<file path="src/rtl/image_host_pkg.sv">
// Shared constants and types for the image host controller.
// Define FULL_RES_READOUT_EN to read back all 65536 pixels instead of the 16384-pixel downscaled result.
package image_host_pkg;
    localparam int PIX_W      = 8;
    localparam int ADDR_W     = 16;
    localparam int IMG_PIXELS = 65536;
    localparam int DS_PIXELS  = 16384;
`ifdef FULL_RES_READOUT_EN
    localparam int OUT_PIXELS = IMG_PIXELS;
`else
    localparam int OUT_PIXELS = DS_PIXELS;
`endif

    typedef enum logic [2:0] {
        ST_IDLE    = 3'd0,
        ST_LOAD    = 3'd1,
        ST_PROCESS = 3'd2,
        ST_RD_ADDR = 3'd3,
        ST_RD_WAIT = 3'd4,
        ST_RD_OUT  = 3'd5
    } state_e;

    localparam logic [1:0] MC_HOLD = 2'b00;
    localparam logic [1:0] MC_LOAD = 2'b10;
    localparam logic [1:0] MC_PROC = 2'b01;
    localparam logic [1:0] MC_READ = 2'b11;
endpackage

</file>
<file path="src/rtl/image_host_ctrl_if.sv">
// Pixel-in stream, result-out stream and image-machine port of the host controller.
// master = controller side, slave = environment (source, sink and image machine).
interface image_host_ctrl_if;
    import image_host_pkg::*;

    logic              s_valid;
    logic [PIX_W-1:0]  s_data;
    logic              s_ready;

    logic              m_valid;
    logic [PIX_W-1:0]  m_data;
    logic              m_ready;
    logic              m_last;

    logic [1:0]        mc_status;
    logic [ADDR_W-1:0] mc_addr;
    logic [PIX_W-1:0]  mc_data;
    logic              mc_end_process;
    logic [PIX_W-1:0]  mc_out;

    modport master (
        input  s_valid, s_data, m_ready, mc_end_process, mc_out,
        output s_ready, m_valid, m_data, m_last, mc_status, mc_addr, mc_data
    );

    modport slave (
        output s_valid, s_data, m_ready, mc_end_process, mc_out,
        input  s_ready, m_valid, m_data, m_last, mc_status, mc_addr, mc_data
    );
endinterface

</file>
<file path="src/rtl/image_host_ctrl.sv">
// Host-side sequencer: loads a 256x256 frame into the image machine, waits for processing, streams results.
// FULL_RES_READOUT_EN selects full-resolution readout (65536 pixels) instead of downscaled (16384).
module image_host_ctrl
    import image_host_pkg::*;
(
    input  logic clk,
    input  logic rst_n,
    input  logic start,
    output logic busy,
    output logic done,
    image_host_ctrl_if.master bus
);
    localparam logic [2:0] IDLE    = ST_IDLE;
    localparam logic [2:0] LOAD    = ST_LOAD;
    localparam logic [2:0] PROCESS = ST_PROCESS;
    localparam logic [2:0] RD_ADDR = ST_RD_ADDR;
    localparam logic [2:0] RD_WAIT = ST_RD_WAIT;
    localparam logic [2:0] RD_OUT  = ST_RD_OUT;

    localparam logic [ADDR_W-1:0] LOAD_LAST = ADDR_W'(IMG_PIXELS - 1);
    localparam logic [ADDR_W-1:0] OUT_LAST  = ADDR_W'(OUT_PIXELS - 1);

    logic [2:0]        state;
    logic [ADDR_W-1:0] cnt;
    logic [1:0]        mc_status_q;
    logic [ADDR_W-1:0] mc_addr_q;
    logic [PIX_W-1:0]  mc_data_q;
    logic [PIX_W-1:0]  m_data_q;
    logic              done_q;

    always_ff @(posedge clk or negedge rst_n) begin
        if (!rst_n) begin
            state       <= IDLE;
            cnt         <= '0;
            mc_status_q <= MC_HOLD;
            mc_addr_q   <= '0;
            mc_data_q   <= '0;
            m_data_q    <= '0;
            done_q      <= 1'b0;
        end else begin
            done_q <= 1'b0;
            case (state)
                IDLE: begin
                    mc_status_q <= MC_HOLD;
                    if (start) begin
                        state <= LOAD;
                        cnt   <= '0;
                    end
                end
                // s_ready is high throughout LOAD, so s_valid alone is the handshake.
                LOAD: begin
                    if (bus.s_valid) begin
                        mc_status_q <= MC_LOAD;
                        mc_addr_q   <= cnt;
                        mc_data_q   <= bus.s_data;
                        cnt         <= cnt + 1'b1;
                        if (cnt == LOAD_LAST) state <= PROCESS;
                    end else begin
                        mc_status_q <= MC_HOLD;
                    end
                end
                PROCESS: begin
                    mc_status_q <= MC_PROC;
                    if (bus.mc_end_process) begin
                        state       <= RD_ADDR;
                        mc_status_q <= MC_READ;
                        mc_addr_q   <= cnt;
                    end
                end
                RD_ADDR: state <= RD_WAIT;
                // mc_addr has been stable for two edges by the time mc_out is captured here.
                RD_WAIT: begin
                    m_data_q <= bus.mc_out;
                    state    <= RD_OUT;
                end
                RD_OUT: begin
                    if (bus.m_ready) begin
                        if (cnt == OUT_LAST) begin
                            state       <= IDLE;
                            cnt         <= '0;
                            done_q      <= 1'b1;
                            mc_status_q <= MC_HOLD;
                        end else begin
                            cnt       <= cnt + 1'b1;
                            mc_addr_q <= cnt + 1'b1;
                            state     <= RD_ADDR;
                        end
                    end
                end
                default: state <= IDLE;
            endcase
        end
    end

    assign busy          = (state != IDLE);
    assign done          = done_q;
    assign bus.s_ready   = (state == LOAD);
    assign bus.m_valid   = (state == RD_OUT);
    assign bus.m_last    = (state == RD_OUT) && (cnt == OUT_LAST);
    assign bus.m_data    = m_data_q;
    assign bus.mc_status = mc_status_q;
    assign bus.mc_addr   = mc_addr_q;
    assign bus.mc_data   = mc_data_q;
endmodule

</file>
<file path="src/flat_wrapper.sv">
// flat-port wrapper written by rule: the top's interface ports become plain ports
module image_host_ctrl_flat import image_host_pkg::*;
  (clk, rst_n, start, busy, done, bus_s_valid, bus_s_data, bus_m_ready, bus_mc_end_process, bus_mc_out, bus_s_ready, bus_m_valid, bus_m_data, bus_m_last, bus_mc_status, bus_mc_addr, bus_mc_data);
  image_host_ctrl_if bus_i ();
  input  logic clk;
  input  logic rst_n;
  input  logic start;
  output logic busy;
  output logic done;
  input wire logic [$bits(bus_i.s_valid)-1:0] bus_s_valid;
  input wire logic [$bits(bus_i.s_data)-1:0] bus_s_data;
  input wire logic [$bits(bus_i.m_ready)-1:0] bus_m_ready;
  input wire logic [$bits(bus_i.mc_end_process)-1:0] bus_mc_end_process;
  input wire logic [$bits(bus_i.mc_out)-1:0] bus_mc_out;
  output wire logic [$bits(bus_i.s_ready)-1:0] bus_s_ready;
  output wire logic [$bits(bus_i.m_valid)-1:0] bus_m_valid;
  output wire logic [$bits(bus_i.m_data)-1:0] bus_m_data;
  output wire logic [$bits(bus_i.m_last)-1:0] bus_m_last;
  output wire logic [$bits(bus_i.mc_status)-1:0] bus_mc_status;
  output wire logic [$bits(bus_i.mc_addr)-1:0] bus_mc_addr;
  output wire logic [$bits(bus_i.mc_data)-1:0] bus_mc_data;
  assign bus_i.s_valid = bus_s_valid;
  assign bus_i.s_data = bus_s_data;
  assign bus_i.m_ready = bus_m_ready;
  assign bus_i.mc_end_process = bus_mc_end_process;
  assign bus_i.mc_out = bus_mc_out;
  assign bus_s_ready = bus_i.s_ready;
  assign bus_m_valid = bus_i.m_valid;
  assign bus_m_data = bus_i.m_data;
  assign bus_m_last = bus_i.m_last;
  assign bus_mc_status = bus_i.mc_status;
  assign bus_mc_addr = bus_i.mc_addr;
  assign bus_mc_data = bus_i.mc_data;
  image_host_ctrl u_core (.clk(clk), .rst_n(rst_n), .start(start), .busy(busy), .done(done), .bus(bus_i));
endmodule
</file>
<file path="config.mk">
export PLATFORM = sky130hd
export DESIGN_NAME = image_host_ctrl_flat
export DESIGN_NICKNAME = d
export VERILOG_FILES = /design/src/rtl/image_host_pkg.sv /design/src/rtl/image_host_ctrl_if.sv /design/src/rtl/image_host_ctrl.sv /design/src/flat_wrapper.sv
export SDC_FILE = /design/constraint.sdc
export NUM_CORES = 1
export LEC_CHECK = 0
export CELL_PAD_IN_SITES_DETAIL_PLACEMENT = 1
export CELL_PAD_IN_SITES_GLOBAL_PLACEMENT = 1
export CORE_ASPECT_RATIO = 1.1
export CORE_MARGIN = 1.5
export CORE_UTILIZATION = 42
export CTS_CLUSTER_SIZE = 8
export DETAILED_ROUTE_END_ITERATION = 8
export PLACE_DENSITY_LB_ADDON = 0.1
export SETUP_SLACK_MARGIN = 0.3
export SYNTH_ARGS = -nofsm -noshare
export SYNTH_HDL_FRONTEND = slang
export SYNTH_SLANG_ARGS = --single-unit
</file>
<file path="constraint.sdc">
create_clock -name clk -period 6.65 [get_ports clk]
set_clock_uncertainty 0.15 [all_clocks]
set_input_delay 1.33 -clock clk [delete_from_list [all_inputs] [get_ports clk]]
set_output_delay 1.33 -clock clk [all_outputs]
set_load 0.1 [all_outputs]
</file>
; Word-level counts from Yosys, hierarchy flattened
; Cells that the tools add are included.
[op_classes]
n_mux = 25
eq_ne = 14
add_sub_neg = 1
n_reduce_logical = 11
[ops]
columns = cell, n
row1 = $mux 16, 8
row2 = $pmux 16 s3, 2
row3 = $pmux 3 s6, 1
row4 = $add 16x1->16 const B, 1
row5 = $eq 16x14->1 const B, 1
row6 = $eq 16x16->1 const B, 1
row7 = $mux 3, 5
row8 = $mux 2, 5
row9 = $ne 2x2->1 const B, 5
row10 = $reduce_and 5->1, 2
row11 = $reduce_bool 3->1, 3
row12 = $pmux 2 s4, 1
row13 = $eq 3x2->1 const B, 2
row14 = $eq 3x3->1 const B, 2
row15 = $ne 2x1->1 const B, 2
row16 = $reduce_and 4->1, 1
row17 = $reduce_bool 4->1, 1
row18 = $eq 3x1->1 const B, 1
row19 = $logic_not 3->1, 1
row20 = $mux 1, 3
row21 = $reduce_and 3->1, 1
row22 = $reduce_and 2->1, 1
row23 = $logic_and 1x1->1, 1
[word_totals]
input_bits = 22
word_cells = 58
output_inout_bits = 39
ff_bits = 54

; Depth between registers and ports, before layout
; Gate-level depths: netlist of the first run.
[logic_depth]
word_depth = 4
ltp_mapped = 8
mapped_depth_nobuf = 6

; Worst setup path after synthesis of the first run
; No wires, ideal clock.
[synth_path]
path_kind = register to output
start = register u_core.cnt[0]
end = output bus_m_last
path_buffers = 0
t_arrival_ps = 2596
required_ps = 5170
stages_incl_launch_ff = 6
path_slack_ps = 2574
path_cell_list = dfrtp_1 -> ha_1 -> nand3_2 -> nor4_4 -> nand2_1 -> nor2_1
[synth_between]
elab_chain_cells = 2
[synth_lines]
columns = item, line_no
row1 = start: declaration, image_host_ctrl.sv:24  ; logic [ADDR_W-1:0] cnt;
row2 = start signal: assignment, image_host_ctrl.sv:56  ; cnt <= cnt + 1'b1;
row3 = start signal: assignment, image_host_ctrl.sv:84  ; cnt <= cnt + 1'b1;
row4 = $eq 16x14->1, image_host_ctrl.sv:99  ; assign bus.m_last = (state == RD_OUT) && (cnt == OUT_LAST);
row5 = $logic_and 1x1->1, image_host_ctrl.sv:99
row6 = end: declaration, flat_wrapper.sv:18  ; output wire logic [$bits(bus_i.m_last)-1:0] bus_m_last;
; Every way passes these cells.

; Worst setup path after layout of the first run
; Same ends and word-level chain as after synthesis.

==> flow_summary.ini, run 1 <==
[outcome]
outcome = finished, final reports clean

[power_and_ir_drop]
p_clk_share_pct = 10.7
p_seq_share_pct = 27.3
power-per-cell-area_mw_per_mm2 = 518
swShare_pct = 56.6
internal_power_uw = 792
switchingPower_mw = 1.03
ir_drop_mv = 0.379
comb_power_share_pct = 62.0
p_leak_nw = 1.41

[timing]
hold_viol = 0
max_freq_ghz = 0.213
drv_slew = 0
rsz0062_at_grt = false
finalSetupViolCount = 0
timing.setup.tns_ns = 0
hold_ws_ns = 0.338
setup_slack_ns = 1.95
min_period_over_period_pct = 70.7
relSlewSlack_pct = 34.7
period_needed_ns = 4.70
worst_slew_pin_slew_ns = 0.976

[clock_tree]
cts_resized = 0
cts_root_buf = clkbuf_8
clock_latency_ns = 0.32
clkSlewWorstSetupHoldPaths_ns = 0.09
holdBufCountCts = 0
htreeDepth = 2
cts_tree = yes
clockBufferDepth = 2
numCtsBuffers = 5
cts.sink_count = 54
cts_setup_buffers = 0

[critical_path]
cp.arrival_ns = 3.22
cp-start-kind = flip-flop
worst_setup_path_end_kind = output pin
startpoint = u_core.cnt[0]
path_buf_inv = 1
crit_type = flip-flop to output pin
rr_worst_depth = 6
crit_path_cell_trace = ha_1, nand3_2, nor4_4, nand2_1, nor2_1, clkdlybuf4s50_1
cp.required_ns = 5.17
crit_slowest_cell = clkdlybuf4s50_1
worstSetupPathDepth = 6
crit_path_end = bus_m_last
slowest_delay_ns = 1.17
cpLargestDelayFamily = buffers and inverters
worstReg2RegStart = u_core.state[2]
rr_endpoint = u_core.bus.mc_addr[15]
ff2ff_setup_slack_ns = 3.98
cp_max_fo = 8

[route]
wire_per_inst_um = 16.4
vias = 2322
ant_nets = 0
drt_iter0_drc = 74
drt_pass1_iterations = 4
routed_wl_mm = 6.87
drc_errors = 0
via_per_inst = 5.56

[run]
drv_cap = 0

[yosys]
ys_seq_area_share_pct = 48.3
synth_cell_types = 51
ys_seq_elements = 54
synthArstFlopShare_pct = 100
ys.flop_type = dfrtp_1
synth_area_per_cell_um2 = 9.86
synth_edf_count = 0
syn_area_mm2 = 0.00280
yosys_warnings = 0
synthCells = 284
syn-num-nets = 307

[worst_hold_path]
hold_class = flip-flop to flip-flop

[final_layout]
fillers = 756
drive_gt1_share_pct = 12.5
layout_commonest_cell = clkdlybuf4s50_1
diodes = 0
synthToLayoutAreaGrowth_pct = 25.7
nNetsFinal = 358
final_cell_mix = 59 x clkdlybuf4s50_1, 54 x dfrtp_1, 34 x nand2_1, 21 x o21ai_0, 19 x nor2_1

[global_routing]
grt_overflow = 0
grt_pass1_vias = 2290
antenna_found_initial = 0
grt_max_degree = 55
grt_pass1_wl_mm = 11.4
track_usage_pct = 20.8

[floorplanning]
core_region_area_mm2 = 0.00652
start_util_pct = 43.0
die_w_um = 80.8
die_area_mm2 = 0.00716
rows = 31
ios = 61
die_y_um = 88.6

[placed_design]
numPortBuffers = 60
preCtsSetupSlack_ns = 2.32
hpwl_mm = 4.90
globalplace.congestion = 0.813
## power groups by stage
| stage | combinational (mW) | sequential [mW] | clock (mW) |
|---|---|---|---|
| after CTS | 1.14 | 0.499 | 0.203 |
| final | 1.13 | 0.498 | 0.196 |
| after floorplan | 0.401 | 0.979 | 0 |
| after detailed placement | 1.14 | 0.506 | 0 |
| after global routing | 1.19 | 0.515 | 0.213 |
| after global placement | 1.13 | 0.497 | 0 |
## state kept, by name, indices dropped and copies added (netlist names)
register	cells
u_core.bus.m_data	8
u_core.state	3
u_core.cnt	16
u_core.bus.mc_addr	16
u_core.bus.mc_data	8
u_core.done	1
u_core.bus.mc_status	2
## cell families (layout without fill, tap and decap cells)
family	count (synthesis)	after routing	share of synthesized area, %
AOI/OAI and AO/OA	70	70	15.9
xor gates and xnor gates	10	10	3.13
DFF	54	54	48.3
muxes	19	19	7.73
adders and majority gates	1	1	0.447
and+or+nand+nor	105	105	20.3
buffers and inverters	25	77	4.29
## Yosys cell counts (2+ instances only)
library cell / number / area (um2)
mux2_2: 17 / 191
o21ai_0: 21 / 105
nand4_1: 5 / 31.3
a31o_2: 2 / 17.5
a21o_1: 2 / 15.0
nor4bb_1: 2 / 20.0
inv_1: 6 / 22.5
nor2b_1: 2 / 12.5
a21oi_1: 9 / 45.0
buf_2: 9 / 45.0
clkbuf_1: 5 / 18.8
o311ai_0: 4 / 35.0
nand2b_1: 2 / 12.5
dfrtp_1: 54 / 1350
nor3b_1: 2 / 15.0
buf_4: 4 / 30.0
nand3_2: 3 / 30.0
nor3_1: 8 / 40.0
a31oi_1: 11 / 68.8
o22a_1: 3 / 26.3
or3_1: 2 / 12.5
o21ai_1: 5 / 25.0
and2_1: 3 / 18.8
nand3_1: 10 / 50.1
a22oi_1: 2 / 15.0
nand2_1: 34 / 128
nor2_1: 19 / 71.3
o31ai_1: 5 / 37.5
xnor2_1: 9 / 78.8
and3_1: 3 / 18.8
## final cells by class
class | count | area (um2) | area share, %
timing repair buffer | 62 | 611 | 17.3
sequential | 54 | 1350 | 38.4
tap | 82 | 103 | 2.92
clock buffer | 6 | 82.6 | 2.35
multi-input combinational | 205 | 1330 | 37.9
clock inverter | 2 | 12.5 | 0.355
inverter | 7 | 26.3 | 0.747
## metrics by stage
step | utilization [%] | total power [mW] | instance area (um2) | std cells
4_1_cts | 54.0 | 1.84 | 3520 | 418
6_report | 54.0 | 1.82 | 3520 | 418
3_5_place_dp | 52.6 | 1.65 | 3420 | 410
2_1_floorplan | - | 1.38 | 2800 | 284
3_3_place_gp | 52.6 | 1.62 | 3420 | 410
5_1_grt | 54.0 | 1.92 | 3520 | 418
## worst min-delay path by stage
stage | from | end | slack, ns | cells past startpoint
final | u_core.bus.mc_addr[10] | u_core.bus.mc_addr[10] | 0.34 | 2
after global routing | u_core.bus.mc_addr[10] | u_core.bus.mc_addr[10] | 0.37 | 2
after CTS | u_core.bus.mc_addr[11] | u_core.bus.mc_addr[11] | 0.35 | 2
after detailed placement | u_core.bus.mc_addr[11] | u_core.bus.mc_addr[11] | 0.33 | 2
after global placement | u_core.bus.mc_addr[11] | u_core.bus.mc_addr[11] | 0.32 | 2
after floorplan | u_core.cnt[12] | u_core.cnt[12] | 0.36 | 1
## worst min-delay path, delay by kind of cell, from the launching register on
kind	cells	cell delay [ns]
AO/OA/AOI/OAI	1	0.06
AND/OR/NAND/NOR	1	0.05
flip-flops	1	0.35
## metal layers
| metal | vias to the layer above | GRT usage (%) | routed length [um] |
|---|---|---|---|
| met3 | 11 | 3.09 | 301 |
| met1 | 1141 | 27.0 | 3080 |
| met2 | 50 | 35.1 | 3360 |
| met4 | 0 | 7.52 | 127 |
| li1 | 1120 | - | - |
| met5 | - | 0 | 0 |
(Power assumes the default switching activity.)
==> run 2, diff against run 1 <==
Settings changed: CORE_UTILIZATION 42 to 35.
Clock period 6.65 ns to 3.8 ns, I/O delays scaled along.
==> flow_summary.ini, run 2 (synthesis gave the netlist of run 1 again) <==
[clock_tree]
cts_root_buf = clkbuf_8
numCtsBuffers = 5
clkSlewWorstSetupHoldPaths_ns = 0.10
cts_setup_buffers = 0
htreeDepth = 2
holdBufCountCts = 0
clock_latency_ns = 0.31
clockBufferDepth = 2
cts.sink_count = 54
cts_tree = yes
cts_resized = 0

[power_and_ir_drop]
power-per-cell-area_mw_per_mm2 = 896
p_leak_nw = 1.43
ir_drop_mv = 0.565

[timing]
period_needed_ns = 3.22
min_period_over_period_pct = 84.7
drv_slew = 0
max_freq_ghz = 0.311
finalSetupViolCount = 0
relSlewSlack_pct = 34.6
hold_viol = 0
rsz0062_at_grt = false
timing.setup.tns_ns = 0
worst_slew_pin_slew_ns = 0.978

[critical_path]
crit_path_cell_trace = ha_1, nand3_2, nor4_4, nand2_1, nor2_2, buf_4
cpLargestDelayFamily = simple AND/OR/NAND/NOR gates
worstSetupPathDepth = 6
crit_slowest_cell = nor4_4
worstReg2RegStart = u_core.state[2]
crit_type = flip-flop to output pin
cp.required_ns = 2.89
startpoint = u_core.cnt[0]
rr_worst_depth = 7
rr_endpoint = u_core.bus.mc_addr[6]
slowest_delay_ns = 0.48
crit_path_end = bus_m_last
cp-start-kind = flip-flop
cp.arrival_ns = 2.31
ff2ff_setup_slack_ns = 1.42
path_buf_inv = 1
worst_setup_path_end_kind = output pin
cp_max_fo = 8

[route]
drt_pass1_iterations = 4
vias = 2341
top_layer = met4
wl_met2_mm = 3.61
route.met3.wl_um = 240
drt_iter0_drc = 45
via_per_inst = 5.25
routed_wl_mm = 7.14
wire_per_inst_um = 16.0
ant_nets = 0
wl_met1_mm = 3.18
drc_errors = 0

[floorplanning]
ios = 61
die_y_um = 96.8
die_area_mm2 = 0.00854
rows = 34
die_w_um = 88.3
start_util_pct = 35.8
core_region_area_mm2 = 0.00783

[placed_design]
globalplace.congestion = 0.777
numPortBuffers = 60
hpwl_mm = 5.21

[run]
drv_cap = 0

[worst_hold_path]
hold_class = input pin to asynchronous set/reset pin

[final_layout]
multiInputGateArea_mm2 = 0.00134
layout_commonest_cell = clkdlybuf4s50_1
ff_latch_area_mm2 = 0.00135
fillers = 916
diodes = 0
final_cell_mix = 55 x clkdlybuf4s50_1, 54 x dfrtp_1, 34 x nand2_1, 21 x o21ai_0, 18 x nor2_1
drive_gt1_share_pct = 14.2
synthToLayoutAreaGrowth_pct = 27.0
final_util_pct = 45.4
nNetsFinal = 360

[global_routing]
track_usage_pct = 18.1
grt_pass1_wl_mm = 12.0
antenna_found_initial = 0
grt_overflow = 0
grt_max_degree = 33
grt_pass1_vias = 2397

[outcome]
outcome = finished, final reports clean
==> run 2: layout make-up <==
cell class	instances	area share, %
Timing Repair Buffer	64	17.3
Multi-Input combinational cell	205	37.6
Sequential cell	54	38.0
Inverter	7	0.739
Tap cell	108	3.80
Clock buffer	7	2.43
Clock inverter	1	0.141
==> run 2: layer usage <==
layer | up-vias | global-route usage (%)
li1 | 1126 | -
met1 | 1162 | 23.9
met2 | 44 | 30.3
met3 | 9 | 2.90
met4 | 0 | 5.17
met5 | - | 0
==> run 2: how the worst min path moves through the flow <==
stage / from / to / depth (start not counted)
after floorplan: rst_n / u_core.bus.m_data[0] / 0
after global placement: u_core.bus.mc_addr[15] / u_core.bus.mc_addr[15] / 2
after detailed placement: u_core.bus.mc_addr[15] / u_core.bus.mc_addr[15] / 2
after CTS: u_core.bus.mc_addr[15] / u_core.bus.mc_addr[15] / 2
after global routing: u_core.bus.m_data[4] / u_core.bus.m_data[4] / 1
final: rst_n / u_core.bus.mc_data[3] / 1
==> run 2: power breakdown <==
part | total (mW) | internal [mW] | switching [mW]
clock | 0.338 | 0.148 | 0.190
sequential | 0.868 | 0.725 | 0.143
combinational | 1.98 | 0.515 | 1.46
total | 3.19 | 1.39 | 1.80
==> run 2: per-stage QoR <==
step,hold slack (ns),worst slack (ns),std cells,area [um2],power [mW]
CTS,0.349,0.561,446,3560,3.23
detailed placement,0.326,0.917,438,3460,2.88
finish,0.340,0.582,446,3560,3.19
global route,0.376,0.358,446,3560,3.36
global placement,0.316,0.975,438,3460,2.85
floorplan,0.314,0.739,284,2800,2.42
==> run 2: worst reg2reg max path, stage by stage, from the launching register on <==
cell,delay [ns]
dfrtp_1,0.74
nor2b_1,0.25
nand2_1,0.07
buf_4,0.23
clkinv_1,0.09
buf_4,0.16
a31o_2,0.40
o21ai_0,0.17
